--- src/rtl/branch_predictor_btb.sv ---
// branch_predictor_btb
//   Branch target buffer with saturating-counter direction prediction.
//   Fetch looks up i_pc_f combinationally and gets a predicted-taken flag and
//   target. Execute reports each resolved control transfer. The block then
//   trains its table and counts resolved branches and mispredictions.
//
// Ports
//   i_clk, i_rst                 clock (rising edge), synchronous active-high reset
//   i_pc_f                       fetch PC to look up
//   o_pred_taken, o_pred_target  prediction for i_pc_f (target is 0 when not taken)
//   i_upd_vld, i_upd_pc          resolved insn valid and its PC
//   i_upd_taken, i_upd_target    actual outcome and target
//   i_upd_pred                   prediction that travelled with the insn
//   o_br_cnt, o_miss_cnt         saturating resolved-branch and mispredict counts
//
// Configuration
//   BP_GSHARE_EN  when defined, the counter row is bidx XOR global history.
//                 Valid, tag and target always use bidx.
module branch_predictor_btb #(
    parameter int XLEN    = 32,
    parameter int ENTRIES = 16,
    parameter int CNT_W   = 2,
    parameter int GHR_W   = 4
) (
    input  logic            i_clk,
    input  logic            i_rst,
    input  logic [XLEN-1:0] i_pc_f,
    output logic            o_pred_taken,
    output logic [XLEN-1:0] o_pred_target,
    input  logic            i_upd_vld,
    input  logic [XLEN-1:0] i_upd_pc,
    input  logic            i_upd_taken,
    input  logic [XLEN-1:0] i_upd_target,
    input  logic            i_upd_pred,
    output logic [31:0]     o_br_cnt,
    output logic [31:0]     o_miss_cnt
);

    localparam int IDX_W = $clog2(ENTRIES);
    localparam int TAG_W = XLEN - 2 - IDX_W;

    localparam logic [CNT_W-1:0] CNT_MAX = {CNT_W{1'b1}};
    localparam logic [CNT_W-1:0] CNT_WT  = CNT_W'(1 << (CNT_W - 1));
    localparam logic [CNT_W-1:0] CNT_WNT = CNT_W'((1 << (CNT_W - 1)) - 1);

    logic             r_valid  [ENTRIES];
    logic [TAG_W-1:0] r_tag    [ENTRIES];
    logic [XLEN-1:0]  r_target [ENTRIES];
    logic [CNT_W-1:0] r_cnt    [ENTRIES];
    logic [31:0]      r_br_cnt;
    logic [31:0]      r_miss_cnt;

    logic [IDX_W-1:0] w_lk_idx;
    logic [IDX_W-1:0] w_lk_cidx;
    logic [TAG_W-1:0] w_lk_tag;
    logic             w_lk_hit;
    logic [IDX_W-1:0] w_up_idx;
    logic [IDX_W-1:0] w_up_cidx;
    logic [TAG_W-1:0] w_up_tag;
    logic             w_up_hit;
    logic [CNT_W-1:0] w_up_cnt;
    logic [CNT_W-1:0] w_cnt_next;
    logic             w_miss;

    assign w_lk_idx = i_pc_f[IDX_W+1:2];
    assign w_lk_tag = i_pc_f[XLEN-1:IDX_W+2];
    assign w_up_idx = i_upd_pc[IDX_W+1:2];
    assign w_up_tag = i_upd_pc[XLEN-1:IDX_W+2];

`ifdef BP_GSHARE_EN
    logic [GHR_W-1:0] r_ghr;
    logic [IDX_W-1:0] w_ghr_ext;

    always_comb begin
        w_ghr_ext = '0;
        w_ghr_ext[GHR_W-1:0] = r_ghr;
    end

    // Lookup and update both see the history as it stands before this
    // cycle's shift.
    assign w_lk_cidx = w_lk_idx ^ w_ghr_ext;
    assign w_up_cidx = w_up_idx ^ w_ghr_ext;
`else
    logic [GHR_W-1:0] w_unused_ghr;
    assign w_unused_ghr = '0;
    assign w_lk_cidx    = w_lk_idx;
    assign w_up_cidx    = w_up_idx;
`endif

    // PC bits [1:0] never take part in indexing or tagging.
    logic w_unused;
    assign w_unused = ^{i_pc_f[1:0], i_upd_pc[1:0]};

    assign w_lk_hit = r_valid[w_lk_idx] && (r_tag[w_lk_idx] == w_lk_tag);
    assign w_up_hit = r_valid[w_up_idx] && (r_tag[w_up_idx] == w_up_tag);
    assign w_up_cnt = r_cnt[w_up_cidx];
    assign w_miss   = i_upd_taken != i_upd_pred;

    always_comb begin
        w_cnt_next = w_up_cnt;
        if (i_upd_taken) begin
            if (w_up_cnt != CNT_MAX) w_cnt_next = w_up_cnt + CNT_W'(1);
        end else begin
            if (w_up_cnt != '0) w_cnt_next = w_up_cnt - CNT_W'(1);
        end
    end

    assign o_pred_taken  = w_lk_hit && r_cnt[w_lk_cidx][CNT_W-1];
    assign o_pred_target = o_pred_taken ? r_target[w_lk_idx] : '0;
    assign o_br_cnt      = r_br_cnt;
    assign o_miss_cnt    = r_miss_cnt;

    always_ff @(posedge i_clk) begin
        if (i_rst) begin
            for (int k = 0; k < ENTRIES; k++) begin
                r_valid[k]  <= 1'b0;
                r_tag[k]    <= '0;
                r_target[k] <= '0;
                r_cnt[k]    <= CNT_WNT;
            end
            r_br_cnt   <= '0;
            r_miss_cnt <= '0;
`ifdef BP_GSHARE_EN
            r_ghr      <= '0;
`endif
        end else if (i_upd_vld) begin
            if (w_up_hit) begin
                r_cnt[w_up_cidx] <= w_cnt_next;
                if (i_upd_taken) r_target[w_up_idx] <= i_upd_target;
            end else if (i_upd_taken) begin
                // Allocation evicts whatever occupied the row.
                r_valid[w_up_idx]  <= 1'b1;
                r_tag[w_up_idx]    <= w_up_tag;
                r_target[w_up_idx] <= i_upd_target;
                r_cnt[w_up_cidx]   <= CNT_WT;
            end
            if (r_br_cnt != 32'hFFFF_FFFF) r_br_cnt <= r_br_cnt + 32'd1;
            if (w_miss && (r_miss_cnt != 32'hFFFF_FFFF)) r_miss_cnt <= r_miss_cnt + 32'd1;
`ifdef BP_GSHARE_EN
            // Truncating the concatenation keeps the newest GHR_W outcomes.
            r_ghr <= GHR_W'({r_ghr, i_upd_taken});
`endif
        end
    end

endmodule

--- config.mk ---
export PLATFORM = sky130hd
export DESIGN_NAME = branch_predictor_btb
export DESIGN_NICKNAME = d
export VERILOG_FILES = /design/src/rtl/branch_predictor_btb.sv
export SDC_FILE = /design/constraint.sdc
export NUM_CORES = 2
export LEC_CHECK = 0
export ABC_AREA = 1
export CORE_MARGIN = 2
export CORE_UTILIZATION = 45
export CTS_CLUSTER_SIZE = 14
export DETAILED_ROUTE_END_ITERATION = 10
export PLACE_DENSITY = 0.69
export SYNTH_ARGS = -nofsm -noshare
export SYNTH_HDL_FRONTEND = slang
export SYNTH_SLANG_ARGS = --single-unit
--- constraint.sdc ---
create_clock -name i_clk -period 4.5 [get_ports i_clk]
set_clock_uncertainty 0.2 [all_clocks]
set_input_delay 0.9 -clock i_clk [delete_from_list [all_inputs] [get_ports i_clk]]
set_output_delay 0.9 -clock i_clk [all_outputs]
set_load 0.005 [all_outputs]
# Yosys cells after proc, flatten, opt, wreduce, memory -nomap -nowiden
# Memory sizes are Yosys's and may differ from the RTL's.
# Cells that the tools add are included.
# totals
ff_bits,64
mem_count,4
ramBits,976
elab_cells,62
# memory_table
memory,words,width,rd,rd_clocked_by_memory_dff,wr,line_no,text
r_target,16,32,1,0,16,48,logic [XLEN-1:0] r_target [ENTRIES];
r_tag,16,26,2,0,16,47,logic [TAG_W-1:0] r_tag [ENTRIES];
r_cnt,16,2,2,0,16,49,logic [CNT_W-1:0] r_cnt [ENTRIES];
r_valid,16,1,2,0,16,46,logic r_valid [ENTRIES];
# op_classes
n_eq_ne,6
muxes,33
bitwise_logic,2
n_addsub,4
reduce_logical,11
# op_table
operator,n
$mux W32,3
$add A32 B1 Y32 const B,2
$ne A32 B32 Y1 const B,2
$eq A26 B26 Y1,2
$reduce_or A32 Y1,1
$mux W26,1
$reduce_or A26 Y1,1
$mux W1,20
$mux W4,4
$mux W2,5
$logic_and A1 B1 Y1,4
$reduce_and A2 Y1,2
$add A2 B1 Y2 const B,1
$ne A2 B2 Y1 const B,1
$or A1 B1 Y1,2
$reduce_bool A2 Y1,1
$reduce_or A2 Y1,1
$sub A2 B1 Y2 const B,1
$ne A1 B1 Y1,1
$reduce_or A1 Y1,1

# Logic depth before layout (Yosys ltp)
# An unclocked memory read counts as a cell.
# depth
ltp_word,10
ltp_mapped,23
depth_no_buf,19

# Worst setup path before layout
# OpenSTA, ideal clock, no wires.
# synth_path
path_type,input port to flip-flop
startpoint,input port i_upd_pc[2]
endpoint,"memory r_tag[2][0] (netlist bit), enable pin"
arrival_ns,3.357
setup_time_ns,0.383
stages,22
slack_ns,0.560
n_path_buf,5
cell_sequence,buf_6 buf_6 buf_4 nand2_1 o21ai_1 nand2_1 nand2_1 nand2_1 nand2_1 nor2_1 nand2_1 nand2_1 nor2_1 nand2_1 nor2_1 nand2_1 nor2_2 nor2_8 buf_8 nand2_4 buf_4 nand2_1
# synth_lines
element,line_no,text
start: declaration,31,"input logic [XLEN-1:0] i_upd_pc,"
end: declaration,47,

# Final worst setup path
# layout_path
startpoint,input port i_pc_f[2]
endpoint,output port o_pred_target[9]
# layout_via
elab_chain_len,5
elab_cells_between_ends,8
classes_between,eq/ne: 1; mux: 1; reduce/logical: 2; memory: 4
# layout_lines
element,line_no,text
start: declaration,27,"input logic [XLEN-1:0] i_pc_f,"
$mem_v2 Z16 W26,--,
$eq A26 B26 Y1,94,assign w_lk_hit = r_valid[w_lk_idx] && (r_tag[w_lk_idx] == w_lk_tag);
$logic_and A1 B1 Y1,94,
$logic_and A1 B1 Y1,108,assign o_pred_taken = w_lk_hit && r_cnt[w_lk_cidx][CNT_W-1];
$mux W32 (*),109,assign o_pred_target = o_pred_taken ? r_target[w_lk_idx] : '0;
end: declaration,29,"output logic [XLEN-1:0] o_pred_target,"
# Mark *: on every way between the ends. The rest lies on a longest branch, timed or not.

==> impl_metrics.py <==
metrics = {
    "die": {
        "core_area_mm2": 0.115,
        "initial_core_util": 0.454,
        "die_h_um": 344,
        "io_pins": 198,
        "die_area_mm2": 0.118,
        "fp.dieW_um": 344,
        "fp-row-count": 124,
    },
    "power": {
        "peakVddDrop_v": 0.000274,
        "seq_power_share": 0.487,
        "intPower_mw": 17.1,
        "p_switching_mw": 5.90,
        "pwr-share-comb": 0.121,
        "power_mw": 23.0,
        "power_density_mw_per_mm2": 363,
        "p_leak_nw": 25.3,
        "clkPwrFrac": 0.391,
        "swShare": 0.257,
    },
    "layout": {
        "nets": 6361,
        "final_cells": 7866,
        "regArea_mm2": 0.0304,
        "area_growth_pct": 21.7,
        "multi_input_area_mm2": 0.0190,
        "fillers": 9828,
        "postLayoutCoreUtil": 0.553,
        "drive_gt1_frac": 0.119,
    },
    "synthesis": {
        "ys_seq_area_frac": 0.585,
        "ys_types": 43,
        "ys_ff_latch": 1040,
        "netlist_area_mm2": 0.0520,
        "async_reset_ff_frac": 0,
        "ys_warn_count": 0,
        "ys_top_cells_by_area": "edfxtp_1 55%, nand2_1 11%, nor2_1 9.0%, a21oi_1 3.4%, o21ai_0 3.3%",
        "yosys.area.top_type": "edfxtp_1",
        "synth_commonest_cells": "1580 x nand2_1, 1253 x nor2_1, 960 x edfxtp_1",
        "syn_avg_cell_area_um2": 8.72,
        "netlist.area_leader.share": 0.554,
        "synth-main-ff-cell": "edfxtp_1",
        "netlist_instances": 5963,
        "yosysMostFrequentCell": "nand2_1",
        "synth_edf_count": 960,
        "syn_nets": 6066,
    },
    "flow_run": {
        "cap_violations": 0,
    },
    "clock_network": {
        "clockRootBuffer": "clkbuf_16",
        "cts.sink_count": 1040,
        "clock_latency_ps": 720,
        "cts_buffer_depth": 3,
        "h-tree-depth": 3,
        "clk_pin_slew_ps": 60,
        "cts_tree": "done",
        "cts_buffers": 110,
    },
    "setup_path": {
        "crit_path_end_kind": "output port",
        "ff2ff_setup_slack_ps": 1140,
        "arrival_ps": 3610,
        "required_ps": 3400,
        "cp_max_fo": 18,
        "setup.worst_path.class": "primary input to output port",
        "start_kind": "primary input",
    },
    "detailed_routing": {
        "first_pass_iters": 10,
        "routed_wl_um": 183000,
        "wl_met1_um": 67500,
        "vias_per_cell": 5.96,
        "met3_length_um": 25900,
        "ant_nets": 0,
        "num_vias": 46900,
        "dr_wl_met2_um": 81700,
        "drtIter0Drc": 7302,
        "wl_per_cell_um": 23.3,
        "remaining_drc_errors": 0,
        "top_layer": "met5",
    },
    "timing": {
        "fin_crit_sh": 1.05,
        "setup_viol_count_final": 22,
        "slew-limit-headroom": 0.445,
        "hold_ws_ps": 275,
        "worst_pin_slew_ps": 825,
        "fin_crit_ps": 4710,
        "fmax_ghz": 0.212,
        "rsz0062_at_grt": "yes",
        "slew_violations": 0,
        "setup_slack_ps": -212,
        "final_hold_viol_count": 0,
    },
    "grt": {
        "grt-ovfl-total": 0,
        "antenna_found_initial": 5,
        "grt_pass1_vias": 43900,
        "gr-usage-all-layers": 0.299,
        "grt_max_degree": 101,
        "grt_pass1_wl_um": 266000,
    },
    "place": {
        "place_congestion": 0.947,
        "hpwlAfterDp_um": 109000,
        "io_buffers": 193,
        "place_inst": 7606,
    },
    "status": {
        "violations": "negative setup slack",
        "status": "finished with violations",
    },
    "hold_path": {
        "holdCritPathClass": "flop to flop",
    },
}
[power groups by stage]
stage / combinational [mW] / clock (mW) / sequential (mW)
final: 2.78 / 8.99 / 11.2
after global routing: 2.95 / 9.39 / 11.2
after CTS: 2.61 / 9.02 / 11.2
after detailed placement: 2.54 / 0 / 11.4
after global placement: 2.50 / 0 / 11.4
after floorplan: 1.43 / 0 / 11.3
[per-layer routing]
metal	vias to the layer above	track usage
met5	-	0
li1	20700	-
met1	22100	0.405
met4	4	0.138
met3	555	0.0671
met2	3530	0.460
[state kept, by name (all words and copies together), names as in the netlist]
| register | flops |
|---|---|
| r_valid | 16 |
| o_br_cnt | 32 |
| r_cnt | 32 |
| r_target | 512 |
| o_miss_cnt | 32 |
| r_tag | 416 |
[cells by family (layout without fill, tap and decap cells)]
logic type | after synthesis | after routing | synth area share
and+or+nand+nor | 3126 | 3126 | 0.236
DFF | 1040 | 1040 | 0.585
AOI/OAI and AO/OA | 1026 | 1026 | 0.115
buffers and inverters | 751 | 1140 | 0.0601
xor gates and xnor gates | 18 | 18 | 0.00303
adders and majority gates | 2 | 2 | 0.000481
other | 0 | 2 | 0
[cell type report]
| class | instances | area share |
|---|---|---|
| Antenna cell | 2 | 0.0000791 |
| Clock buffer | 145 | 0.0472 |
| Clock inverter | 61 | 0.00804 |
| Inverter | 306 | 0.0191 |
| Multi-Input combinational cell | 4172 | 0.300 |
| Sequential cell | 1040 | 0.481 |
| Tap cell | 1512 | 0.0299 |
| Timing Repair Buffer | 625 | 0.115 |
| Timing Repair inverter | 3 | 0.000771 |
[metrics by stage]
| step | instance area (µm²) | setup TNS (ps) | worst slack, ps |
|---|---|---|---|
| 5_1_grt | 63300 | -3740 | -282 |
| 4_1_cts | 62500 | -681 | -203 |
| 6_report | 63300 | -1690 | -212 |
| 3_5_place_dp | 58400 | -106550 | -712 |
| 3_3_place_gp | 58400 | -107460 | -658 |
| 2_1_floorplan | 52000 | 0 | 560 |
[timing repair]
action                     4_1_cts  5_1_grt
hold endpoints to repair         0        0
hold buffers                     0        0
resized for setup              148      146
pin swaps                       15       17
setup endpoints to repair       33       33
gates cloned                     9       13
setup buffers                   16       19
[worst paths after layout]
kind	from	end	cells after the start
setup / recovery	i_pc_f[2]	o_pred_target[9]	20
hold / removal	r_valid[8]	r_valid[8]	2
setup reg to reg	r_tag[14][19]	r_tag[14][8]	18
hold reg to reg	r_valid[8]	r_valid[8]	2
[critical path, stage by stage]
cell	delay [ps]
buf_16	140
buf_12	150
inv_16	100
buf_12	180
a21oi_1	80
o21ai_0	100
nand3_1	150
o211ai_1	140
nand3_1	130
a21oi_2	190
buf_6	150
nand2_2	60
nor2_4	90
nand2_4	70
buf_12	160
buf_16	150
buf_12	120
nor3_4	160
buf_6	140
clkdlybuf4s15_2	190
[placed cells by master, fill, tap and decap left out, types with 6 or more instances in the layout]
cell	n
nor2_4	10
bufinv_16	8
a22oi_1	8
edfxtp_1	960
nor2_1	1243
dfxtp_1	80
nor3_2	13
clkdlybuf4s50_1	154
a31oi_1	12
o22ai_1	6
o221ai_1	7
o21ai_0	298
buf_6	20
nand2_1	1536
clkbuf_1	29
o211ai_1	99
nand2_2	49
nor3_1	38
nor3_4	14
a21oi_2	6
nand2_4	13
buf_12	133
xnor2_1	11
inv_1	269
clkinv_2	21
nand3_1	170
nand4_1	17
o21ai_1	73
clkbuf_2	10
inv_2	7
buf_16	11
clkbuf_16	126
buf_4	256
clkinv_1	50
a221oi_1	120
o31ai_1	32
buf_2	16
a21oi_1	351
No activity file was read; power rests on OpenSTA's default activity.
